File: config.mk
export PLATFORM = sky130hd
export DESIGN_NAME = wb_master_port
export DESIGN_NICKNAME = d
export VERILOG_FILES = /design/src/rtl/wb_master_port.sv
export SDC_FILE = /design/constraint.sdc
export NUM_CORES = 1
export LEC_CHECK = 0
export BUFFER_PORTS_ARGS = -buffer_cell sky130_fd_sc_hd__buf_4
export CAP_MARGIN = 20
export CELL_PAD_IN_SITES_DETAIL_PLACEMENT = 2
export CELL_PAD_IN_SITES_GLOBAL_PLACEMENT = 2
export CORE_MARGIN = 4
export CORE_UTILIZATION = 26
export CTS_CLUSTER_DIAMETER = 50
export CTS_CLUSTER_SIZE = 20
export DETAILED_ROUTE_END_ITERATION = 7
export PLACE_DENSITY_LB_ADDON = 0.12
export SYNTH_ARGS = -nofsm -noshare
export SYNTH_HDL_FRONTEND = slang
export SYNTH_SLANG_ARGS = --single-unit
File: constraint.sdc
create_clock -name wb_clk_i -period 2.05 [get_ports wb_clk_i]
set_input_delay 0.205 -clock wb_clk_i [delete_from_list [all_inputs] [get_ports wb_clk_i]]
set_output_delay 0.205 -clock wb_clk_i [all_outputs]
set_load 0.05 [all_outputs]
File: src/rtl/wb_master_port.sv
//----------------------------------------------------------------------------
// wb_master_port : single-beat Wishbone initiator behind a valid/ready port
// Rev 1.0
//----------------------------------------------------------------------------
`default_nettype none

module wb_master_port #(
  parameter int ADDR_WIDTH     = 32,
  parameter int DATA_WIDTH     = 32,
  parameter int TIMEOUT_CYCLES = 16
) (
  input  logic                  wb_clk_i,
  input  logic                  rst_ni,
  input  logic                  en_i,
  input  logic                  req_valid_i,
  output logic                  req_ready_o,
  input  logic [ADDR_WIDTH-1:0] req_addr_i,
  input  logic [DATA_WIDTH-1:0] req_wdata_i,
  input  logic                  req_we_i,
  output logic                  rsp_valid_o,
  output logic [DATA_WIDTH-1:0] rsp_rdata_o,
  output logic                  rsp_err_o,
  output logic [ADDR_WIDTH-1:0] wb_addr_o,
  output logic [DATA_WIDTH-1:0] wb_wdata_o,
  output logic                  wb_we_o,
  output logic                  wb_stb_o,
  output logic                  wb_cyc_o,
  input  logic [DATA_WIDTH-1:0] wb_rdata_i,
  input  logic                  wb_ack_i,
  output logic [7:0]            err_count_o
);

  localparam int C_CNT_W = (TIMEOUT_CYCLES == 0) ? 1 : $clog2(TIMEOUT_CYCLES + 1);
  localparam logic [C_CNT_W-1:0] C_TMO_LAST =
    C_CNT_W'((TIMEOUT_CYCLES == 0) ? 0 : TIMEOUT_CYCLES - 1);

  typedef enum logic [1:0] {
    ST_IDLE = 2'd0,
    ST_BUS  = 2'd1,
    ST_RESP = 2'd2
  } state_e;

  state_e                r_state,      w_state_next;
  logic [ADDR_WIDTH-1:0] r_addr,       w_addr_next;
  logic [DATA_WIDTH-1:0] r_wdata,      w_wdata_next;
  logic                  r_we,         w_we_next;
  logic                  r_stb,        w_stb_next;
  logic                  r_rsp_valid,  w_rsp_valid_next;
  logic [DATA_WIDTH-1:0] r_rsp_rdata,  w_rsp_rdata_next;
  logic                  r_rsp_err,    w_rsp_err_next;
  logic [7:0]            r_err_count,  w_err_count_next;
  logic [C_CNT_W-1:0]    r_tmo_cnt,    w_tmo_cnt_next;
  logic                  w_req_ready;
  logic                  w_timeout;

  assign w_req_ready = (r_state == ST_IDLE) && en_i;
  assign w_timeout   = (TIMEOUT_CYCLES != 0) && (r_tmo_cnt == C_TMO_LAST);

  always_comb begin
    w_state_next     = r_state;
    w_addr_next      = r_addr;
    w_wdata_next     = r_wdata;
    w_we_next        = r_we;
    w_stb_next       = r_stb;
    w_rsp_valid_next = 1'b0;
    w_rsp_rdata_next = r_rsp_rdata;
    w_rsp_err_next   = r_rsp_err;
    w_err_count_next = r_err_count;
    w_tmo_cnt_next   = r_tmo_cnt;
    case (r_state)
      ST_IDLE: begin
        if (req_valid_i && w_req_ready) begin
          w_state_next   = ST_BUS;
          w_addr_next    = req_addr_i;
          w_wdata_next   = req_wdata_i;
          w_we_next      = req_we_i;
          w_stb_next     = 1'b1;
          w_tmo_cnt_next = '0;
        end
      end
      ST_BUS: begin
        // An ack on the final timeout cycle still completes the transfer cleanly.
        if (wb_ack_i) begin
          w_state_next     = ST_RESP;
          w_stb_next       = 1'b0;
          w_we_next        = 1'b0;
          w_rsp_valid_next = 1'b1;
          w_rsp_err_next   = 1'b0;
          w_rsp_rdata_next = r_we ? '0 : wb_rdata_i;
        end else if (w_timeout) begin
          w_state_next     = ST_RESP;
          w_stb_next       = 1'b0;
          w_we_next        = 1'b0;
          w_rsp_valid_next = 1'b1;
          w_rsp_err_next   = 1'b1;
          w_rsp_rdata_next = '0;
          if (r_err_count != 8'hFF) begin
            w_err_count_next = r_err_count + 8'd1;
          end
        end else begin
          w_tmo_cnt_next = r_tmo_cnt + C_CNT_W'(1);
        end
      end
      ST_RESP: begin
        w_state_next = ST_IDLE;
      end
      default: begin
        w_state_next = ST_IDLE;
      end
    endcase
  end

  always_ff @(posedge wb_clk_i or negedge rst_ni) begin
    if (!rst_ni) begin
      r_state     <= ST_IDLE;
      r_addr      <= '0;
      r_wdata     <= '0;
      r_we        <= 1'b0;
      r_stb       <= 1'b0;
      r_rsp_valid <= 1'b0;
      r_rsp_rdata <= '0;
      r_rsp_err   <= 1'b0;
      r_err_count <= 8'd0;
      r_tmo_cnt   <= '0;
    end else begin
      r_state     <= w_state_next;
      r_addr      <= w_addr_next;
      r_wdata     <= w_wdata_next;
      r_we        <= w_we_next;
      r_stb       <= w_stb_next;
      r_rsp_valid <= w_rsp_valid_next;
      r_rsp_rdata <= w_rsp_rdata_next;
      r_rsp_err   <= w_rsp_err_next;
      r_err_count <= w_err_count_next;
      r_tmo_cnt   <= w_tmo_cnt_next;
    end
  end

  assign req_ready_o = w_req_ready;
  assign rsp_valid_o = r_rsp_valid;
  assign rsp_rdata_o = r_rsp_rdata;
  assign rsp_err_o   = r_rsp_err;
  assign wb_addr_o   = r_addr;
  assign wb_wdata_o  = r_wdata;
  assign wb_we_o     = r_we;
  assign wb_stb_o    = r_stb;
  assign wb_cyc_o    = r_stb;
  assign err_count_o = r_err_count;

endmodule

`default_nettype wire

Yosys cells after proc, flatten, opt, wreduce, memory -nomap -nowiden
Index checks and enable logic that the tools add are counted.
Storage, ports and cells
  bits in registers: 115
  input bits: 102
  output and inout bits: 110
  word-level logic and storage cells: 53
Cells by class
  add/subtract/negate cells: 2
  equal/unequal tests: 7
  mux-type cells: 22
  bitwise operators: 1
  reductions and logical operators: 11
Operators by type and width (count)
  2-to-1 mux 32 bit: 3
  2-to-1 mux 5 bit: 3
  case mux 5 bit (2 select lines): 1
  2-to-1 mux 1 bit: 9
  adder 8 x 1 -> 8 bit, second input constant: 1
  != test 8 bit, second input constant: 1
  AND reduction 4 bit: 2
  2-to-1 mux 2 bit: 3
  AND reduction 2 bit: 3
  adder 5 x 1 -> 5 bit, second input constant: 1
  == test 5 x 4 -> 1 bit, second input constant: 1
  != test 2 bit, second input constant: 2
  case mux 1 bit (2 select lines): 2
  case mux 2 bit (2 select lines): 1
  nonzero test 2 bit: 2
  != test 3 bit, second input constant: 1
  AND reduction 3 bit: 1
  == test 2 x 1 -> 1 bit, second input constant: 1
  logical AND 1 bit: 2
  zero test 2 bit: 1
  != test 2 x 1 -> 1 bit, second input constant: 1
  NOT 1 bit: 1

Logic depth before layout (Yosys ltp)
Gate-level depths: netlist of the first run.
  depth in word-level cells: 5
  depth in mapped cells: 7
  depth with buffers taken out: 7

Worst setup path before layout of the first run
Ideal clock, no wire load.
  path type: reg-to-reg
  start: reg r_tmo_cnt[0]
  end: reg r_tmo_cnt[3]
  library setup time: 0.128 ns
  arrival time: 1.851 ns
  data required time: 1.922 ns
  slack: 0.071 ns
  stages on the path, launching flop included: 8
  buffers on the path: 0
  period minus slack after synthesis: 1.979 ns
  cells stage by stage: dfrtp_1 > ha_1 > and3_1 > ha_1 > nor4b_1 > nor2_1 > o21ai_0 > o31ai_1
Between the ends
  longest elaborated chain between the ends: 4
  elaborated cells on any way between the ends: 7
  classes of those cells: 1 x add/sub; 2 x eq/ne; 3 x mux; 1 x reduce/logical
Ends and longest elaborated chain
  start, declared: line 52  | logic [C_CNT_W-1:0] r_tmo_cnt, w_tmo_cnt_next;
  start signal, assigned: line 135  | r_tmo_cnt <= w_tmo_cnt_next;
  adder 5 x 1 -> 5 bit: line 101  | w_tmo_cnt_next = r_tmo_cnt + C_CNT_W'(1);
  2-to-1 mux 5 bit: line 90  | end else if (w_timeout) begin
  2-to-1 mux 5 bit: line 83  | if (wb_ack_i) begin
  case mux 5 bit (2 select lines): line 70  | case (r_state)
Several ways; a longest one is shown, not always the timed one. The select of a mux whose other input is x is not followed.
A chain may end at the register's enable or synchronous reset.

Worst setup path after layout of the first run
  start: reg r_tmo_cnt[0]
  end: reg r_err_count[5], in the netlist err_count_o[5]
Between the ends
  longest elaborated chain between the ends: 2
Ends and longest elaborated chain
  == test 5 x 4 -> 1 bit: line 57  | assign w_timeout = (TIMEOUT_CYCLES != 0) && (r_tmo_cnt == C_TMO_LAST);
  AND reduction 4 bit (no line)
  end signal, assigned: line 134  | r_err_count <= w_err_count_next;
  end, declared: line 51  | logic [7:0] r_err_count, w_err_count_next;
Every way passes these cells.

==> run_results.csv, run 1 <==
group,metric,value,unit
global_route,grt_remaining_overflow,0,
timing,final_setup_viols,0,
synth,synth.net_count,391,
status,outcome,"finished clean",
worst_setup_path,critPathRequiredTime,2350,ps
timing,min_period_over_period,0.9674,
worst_setup_path,startpoint_types,"flip-flop",
worst_setup_path,timing.reg2reg.worst_path_depth,7,
worst_setup_path,highest_net_fanout_along_the_worst_path,4,
placement,place_congestion,0.7327,
global_route,antenna_found_initial,0,
timing,layout_setup_ws,66.82,ps
cts,numCtsBuffers,17,
routing,routed_wire_length_per_instance,17.95,µm
global_route,grt_pass1_vias,3998,
synth,mappedNetlistArea,4387,µm²
placement,dpl_worst_slack,38.81,ps
worst_setup_path,timing.rr.start,"r_tmo_cnt[0]",
global_route,grt_first_pass_wirelength,21020,µm
synth,ys_dominant_reg_cell,"dfrtp_1",
placement,portBuffers,211,
finish,mostFrequentLayoutCells,"221 x buf_4, 115 x dfrtp_1, 65 x mux2_2",
cts,h-tree-depth,4,
worst_setup_path,crit_slowest_cell,"dfrtp_1",
min_path,hold_path_startpoint,"wb_rdata_i[13]",
global_route,grt_max_degree,61,
run,cap_viol_max_count,0,
timing,grt_setup_unrepaired,"no",
synth,seq_area_frac_synth,0.6560,
pwr,worst_ir_drop_vdd,0.0005783,V
finish,n_antenna_cell,0,
finish,syn_to_final_growth,64.52,%
timing,fin_tns_setup,0,ps
pwr,power_density,1475,nW/µm²
synth,synthesis.instances,286,
worst_setup_path,critical_path.cell_chain,"ha_2, and3_4, ha_4, and4bb_2, and4_4, nand3_2, mux2_4",
synth,synth_enable_flop_cells,0,
synth,syn_area_per_cell,15.34,µm²
timing,finalCriticalPeriod,1983,ps
synth,yosys_warnings,0,
routing,routed_wl,13870,µm
worst_setup_path,rrSetupSlack,70,ps
timing,hold_viol_final,0,
placement,hpwlAfterDp,9887,µm
cts,root_driver,"clkbuf_16",
routing,routed-via-count,3443,
routing,first_iter_violations,140,
timing,timing.fmax,504.2,MHz
routing,remaining_drc_errors,0,
min_path,holdCritPathClass,"input pin to flip-flop",
pwr,static_leakage,3.450,nW
routing,via_per_inst,4.454,
synth,netlist-cell-type-count,37,
floorplan,initial_core_util,0.2645,
floorplan,core_region_area,16580,µm²
floorplan,placementRows,47,
min_path,hold_path_depth,2,
cts,clkSlewWorstSetupHoldPaths,50,ps
floorplan,design.die.area,19010,µm²
timing,finalClockSkew,6.223,ps
cts,cts_num_sinks,115,
finish,post_route_cells_drive_above_1_share,0.5949,
worst_setup_path,critical_path_class,"flip-flop to flip-flop",
worst_setup_path,max_stage_delay,390,ps
worst_setup_path,end_kind,"flip-flop",
finish,fin_nets,646,
floorplan,fp.dieH,137.9,µm
synth,postSynth.asyncResetShare,1.000,
timing,timing.final.max_slew_violations,0,
cts,clk_path_buf_depth,2,
worst_setup_path,reg2reg_to,"err_count_o[5]",
cts,tritoncts,"done",
floorplan,fp.dieW,137.9,µm
min_path,holdPathEnd,"rsp_rdata_o[13]",
synth,ys_seq_elements,115,
floorplan,pin_count,212,
worst_setup_path,arrival_time_worst_endpoint,2280,ps
finish,mostFrequentLayoutCell,"buf_4",
timing,worst-slew-pin-transition,531.4,ps
timing,max-slew-margin-rel,0.6457,
cts,insertion_delay,410,ps
global_route,track_usage,0.1458,
routing,antenna_left,0,
routing,drtPass1Iterations,4,
## worst max path at each step
stage,startpoint,to,cells after the start
final,r_tmo_cnt[0],err_count_o[5],7
after global routing,r_tmo_cnt[0],err_count_o[5],7
after CTS,r_tmo_cnt[1],err_count_o[5],7
after detailed placement,r_tmo_cnt[0],r_tmo_cnt[3],8
after global placement,r_tmo_cnt[0],err_count_o[5],7
after floorplan,r_tmo_cnt[0],r_tmo_cnt[3],7
## power by group
part	internal, mW	switching [mW]
clock network	2.05	1.03
registers	2.89	0.365
logic	1.46	2.84
total	6.41	4.24
## critical path: cells and delay by family (launching register included)
| kind | cells | cell delay (ps) |
|---|---|---|
| adders and majority gates | 2 | 350 |
| DFF | 1 | 390 |
| muxes | 1 | 300 |
| and+or+nand+nor | 4 | 820 |
## layout make-up
cell class	instances	area, µm²
clock buffer	21	450.4
fill	1688	9366
multi-input combinational	151	1431
sequential	115	2878
timing repair buffer	252	2009
tap	220	275.3
clock inverter	10	157.7
inverter	4	15.01
## metal layers
metal / GRT usage / wire length [µm]
met2: 0.2508 / 7125
met5: 0 / 0
met1: 0.1541 / 5070
met3: 0.05951 / 1338
met4: 0.07245 / 337
## state kept, by name, indices dropped and copies added, names as in the netlist
register,cells
wb_we_o,1
rsp_valid_o,1
wb_cyc_o,1
rsp_err_o,1
r_tmo_cnt,5
r_state,2
wb_wdata_o,32
err_count_o,8
wb_addr_o,32
rsp_rdata_o,32
## through the flow
stage	util	hold slack, ps	cell area (µm²)	instances	total power, mW
after floorplan	-	-90.59	4387	286	6.057
after global placement	0.3793	224.6	6290	712	7.482
after detailed placement	0.3793	225.8	6290	712	7.584
after CTS	0.4316	0.2537	7158	769	10.78
after global routing	0.4352	2.328	7217	773	11.13
final	0.4352	18.97	7217	773	10.65
## synthesized netlist by cell type, drive strengths merged, types with 2 or more instances
cell type  number  share of area
a21oi           5         0.0057
a22o           34          0.068
a31oi           2         0.0029
and4            2         0.0046
buf            15          0.023
dfrtp         115           0.66
ha              3         0.0086
inv             4         0.0034
mux2           66           0.17
nand2           6         0.0051
nand3           4         0.0057
nand4           3         0.0043
nor2            4         0.0040
o21ai           4         0.0054
o31ai           3         0.0051
xnor2           2         0.0040
## cell families after synthesis
kind of cell    after synthesis  share of synthesized area
flops                       115                     0.6560
mux                          67                     0.1726
compound gates               52                    0.09356
simple gates                 27                    0.03822
buf+inv                      20                    0.02710
fa+ha+maj                     3                   0.008558
xor+xnor                      2                   0.003994
## what timing repair did
item / in CTS / in global routing
resized for setup: 0 / 5
hold endpoints to repair: 60 / 1
hold buffers: 26 / 1
buffers inserted: 0 / 3
endpoints found under the setup margin: 0 / 8
No activity file was read; power rests on OpenSTA's default activity.
==> inputs of run 2 (changes only) <==
--- a/config.mk
+++ b/config.mk
@@ -14,6 +14,7 @@
 export CTS_CLUSTER_DIAMETER = 50
 export CTS_CLUSTER_SIZE = 20
 export DETAILED_ROUTE_END_ITERATION = 7
+export MAX_ROUTING_LAYER = met4
 export PLACE_DENSITY_LB_ADDON = 0.12
 export SYNTH_ARGS = -nofsm -noshare
 export SYNTH_HDL_FRONTEND = slang
==> run 2 against run 1 <==
  * Count of clock-buffer cells in the layout did not move
  * Routed wire length up 0.25%
  * Sequential share of layout area did not move
  * Worst hold slack gained 1.2 ps
  * Via count decreased by 0.12%
  * Non-clock buffer count is the same
  * Setup slack improved by 0.66 ps
  * Flip-flop and latch count stayed put
  * Fmax about the same
  * Critical path type unchanged
  * Largest cell class unchanged
  * Largest power group unchanged
  * Highest routed layer unchanged
==> run_results.csv, run 2 (synthesis gave the netlist of run 1 again) <==
group,metric,value,unit
placement,place_congestion,0.7417,
global_route,track_usage,0.1500,
routing,routed-via-count,3439,
global_route,antenna_found_initial,0,
timing,max-slew-margin-rel,0.6462,
run,cap_viol_max_count,0,
cts,clkSlewWorstSetupHoldPaths,50,ps
finish,syn_to_final_growth,64.52,%
min_path,hold_path_startpoint,"wb_rdata_i[7]",
cts,clk_path_buf_depth,2,
floorplan,pin_count,212,
pwr,total_power,10.65,mW
min_path,holdCritPathClass,"input pin to flip-flop",
floorplan,initial_core_util,0.2645,
floorplan,design.die.area,19010,µm²
worst_setup_path,timing.rr.start,"r_tmo_cnt[0]",
cts,numCtsBuffers,17,
floorplan,placementRows,47,
finish,n_antenna_cell,0,
timing,final_setup_viols,0,
routing,routed_wire_length_per_instance,17.99,µm
routing,via_per_inst,4.449,
routing,first_iter_violations,113,
worst_setup_path,end_kind,"flip-flop",
finish,combined_area_of_the_multi_input_logic_cells,1431,µm²
timing,grt_setup_unrepaired,"no",
global_route,grt_max_degree,61,
finish,mostFrequentLayoutCells,"221 x buf_4, 115 x dfrtp_1, 65 x mux2_2",
timing,finalClockSkew,6.337,ps
floorplan,core_region_area,16580,µm²
routing,antenna_left,0,
timing,min_period_over_period,0.9671,
timing,timing.final.max_slew_violations,0,
timing,fin_tns_setup,0,ps
worst_setup_path,critPathLaunch,"r_tmo_cnt[0]",
finish,utilization,0.4352,
worst_setup_path,timing.reg2reg.worst_path_depth,7,
pwr,worst_ir_drop_vdd,0.0005792,V
finish,fin_nets,646,
worst_setup_path,critPathRequiredTime,2350,ps
routing,drtPass1Iterations,4,
timing,timing.fmax,504.4,MHz
routing,remaining_drc_errors,0,
global_route,grt_pass1_vias,4010,
finish,mostFrequentLayoutCell,"buf_4",
finish,area.sequential,2878,µm²
placement,portBuffers,211,
timing,hold_viol_final,0,
global_route,grt_first_pass_wirelength,21020,µm
cts,h-tree-depth,4,
cts,root_driver,"clkbuf_16",
worst_setup_path,arrival_time_worst_endpoint,2280,ps
timing,finalCriticalPeriod,1983,ps
timing,worst_hold_slack,20.13,ps
floorplan,fp.dieW,137.9,µm
routing,routed_wl,13910,µm
min_path,hold_path_depth,2,
finish,fill_cells,1688,
timing,worst-slew-pin-transition,530.7,ps
cts,cts_num_sinks,115,
cts,tritoncts,"done",
worst_setup_path,highest_net_fanout_along_the_worst_path,4,
worst_setup_path,startpoint_types,"flip-flop",
worst_setup_path,critical_path_class,"flip-flop to flip-flop",
status,outcome,"finished clean",
floorplan,fp.dieH,137.9,µm
placement,hpwlAfterDp,9887,µm
pwr,power_density,1476,nW/µm²
finish,post_route_cells_drive_above_1_share,0.5949,
pwr,static_leakage,3.450,nW
global_route,grt_remaining_overflow,0,
cts,insertion_delay,410,ps
run 2: layer usage:
layer / wire [µm] / GRT usage / up-vias
met5: 0 / - / -
met2: 7114 / 0.2505 / 140
met3: 1240 / 0.05370 / 21
li1: - / - / 1549
met1: 5218 / 0.1583 / 1729
met4: 333 / 0.07245 / 0
run 2: layout make-up:
type | instances | area share
clock buffers | 21 | 0.06241
well taps | 220 | 0.03814
clock inverters | 10 | 0.02184
multi-input cells | 151 | 0.1983
repair buffers | 252 | 0.2784
flip-flops and latches | 115 | 0.3988
inverters | 4 | 0.002080
run 2: final timing paths:
check	end	slack (ps)
max in group asynchronous	rsp_rdata_o[3]	1050
worst min register to register	r_tmo_cnt[3]	500
worst max-delay path	err_count_o[5]	70
worst max register to register	err_count_o[5]	70
worst min-delay path	rsp_rdata_o[7]	20
min in group asynchronous	wb_wdata_o[28]	310
run 2: per-stage QoR:
step	std cells	setup WS, ps	area (µm²)
floorplan	286	70.88	4387
global placement	712	86.98	6290
detailed placement	712	38.81	6290
CTS	769	22.38	7158
global route	773	4.598	7217
finish	773	67.48	7217
run 2: critical path: stages, from the launching register on:
cell and delay, ps:
dfrtp_1 390, ha_2 210, and3_4 190, ha_4 140, and4bb_2 270, and4_4 270
nand3_2 90, mux2_4 300
run 2: timing repair:
| item | in CTS | in global routing |
|---|---|---|
| setup endpoints to repair | 0 | 8 |
| setup buffers | 0 | 3 |
| hold endpoints to repair | 60 | 1 |
| hold buffers | 26 | 1 |
| resized for setup | 0 | 5 |
run 2: where the power goes:
group / internal [mW] / leakage (nW) / switching (mW)
combinational: 1.46 / 1.74 / 2.85
clock: 2.05 / 0.289 / 1.03
sequential: 2.89 / 1.42 / 0.365
total: 6.41 / 3.45 / 4.24
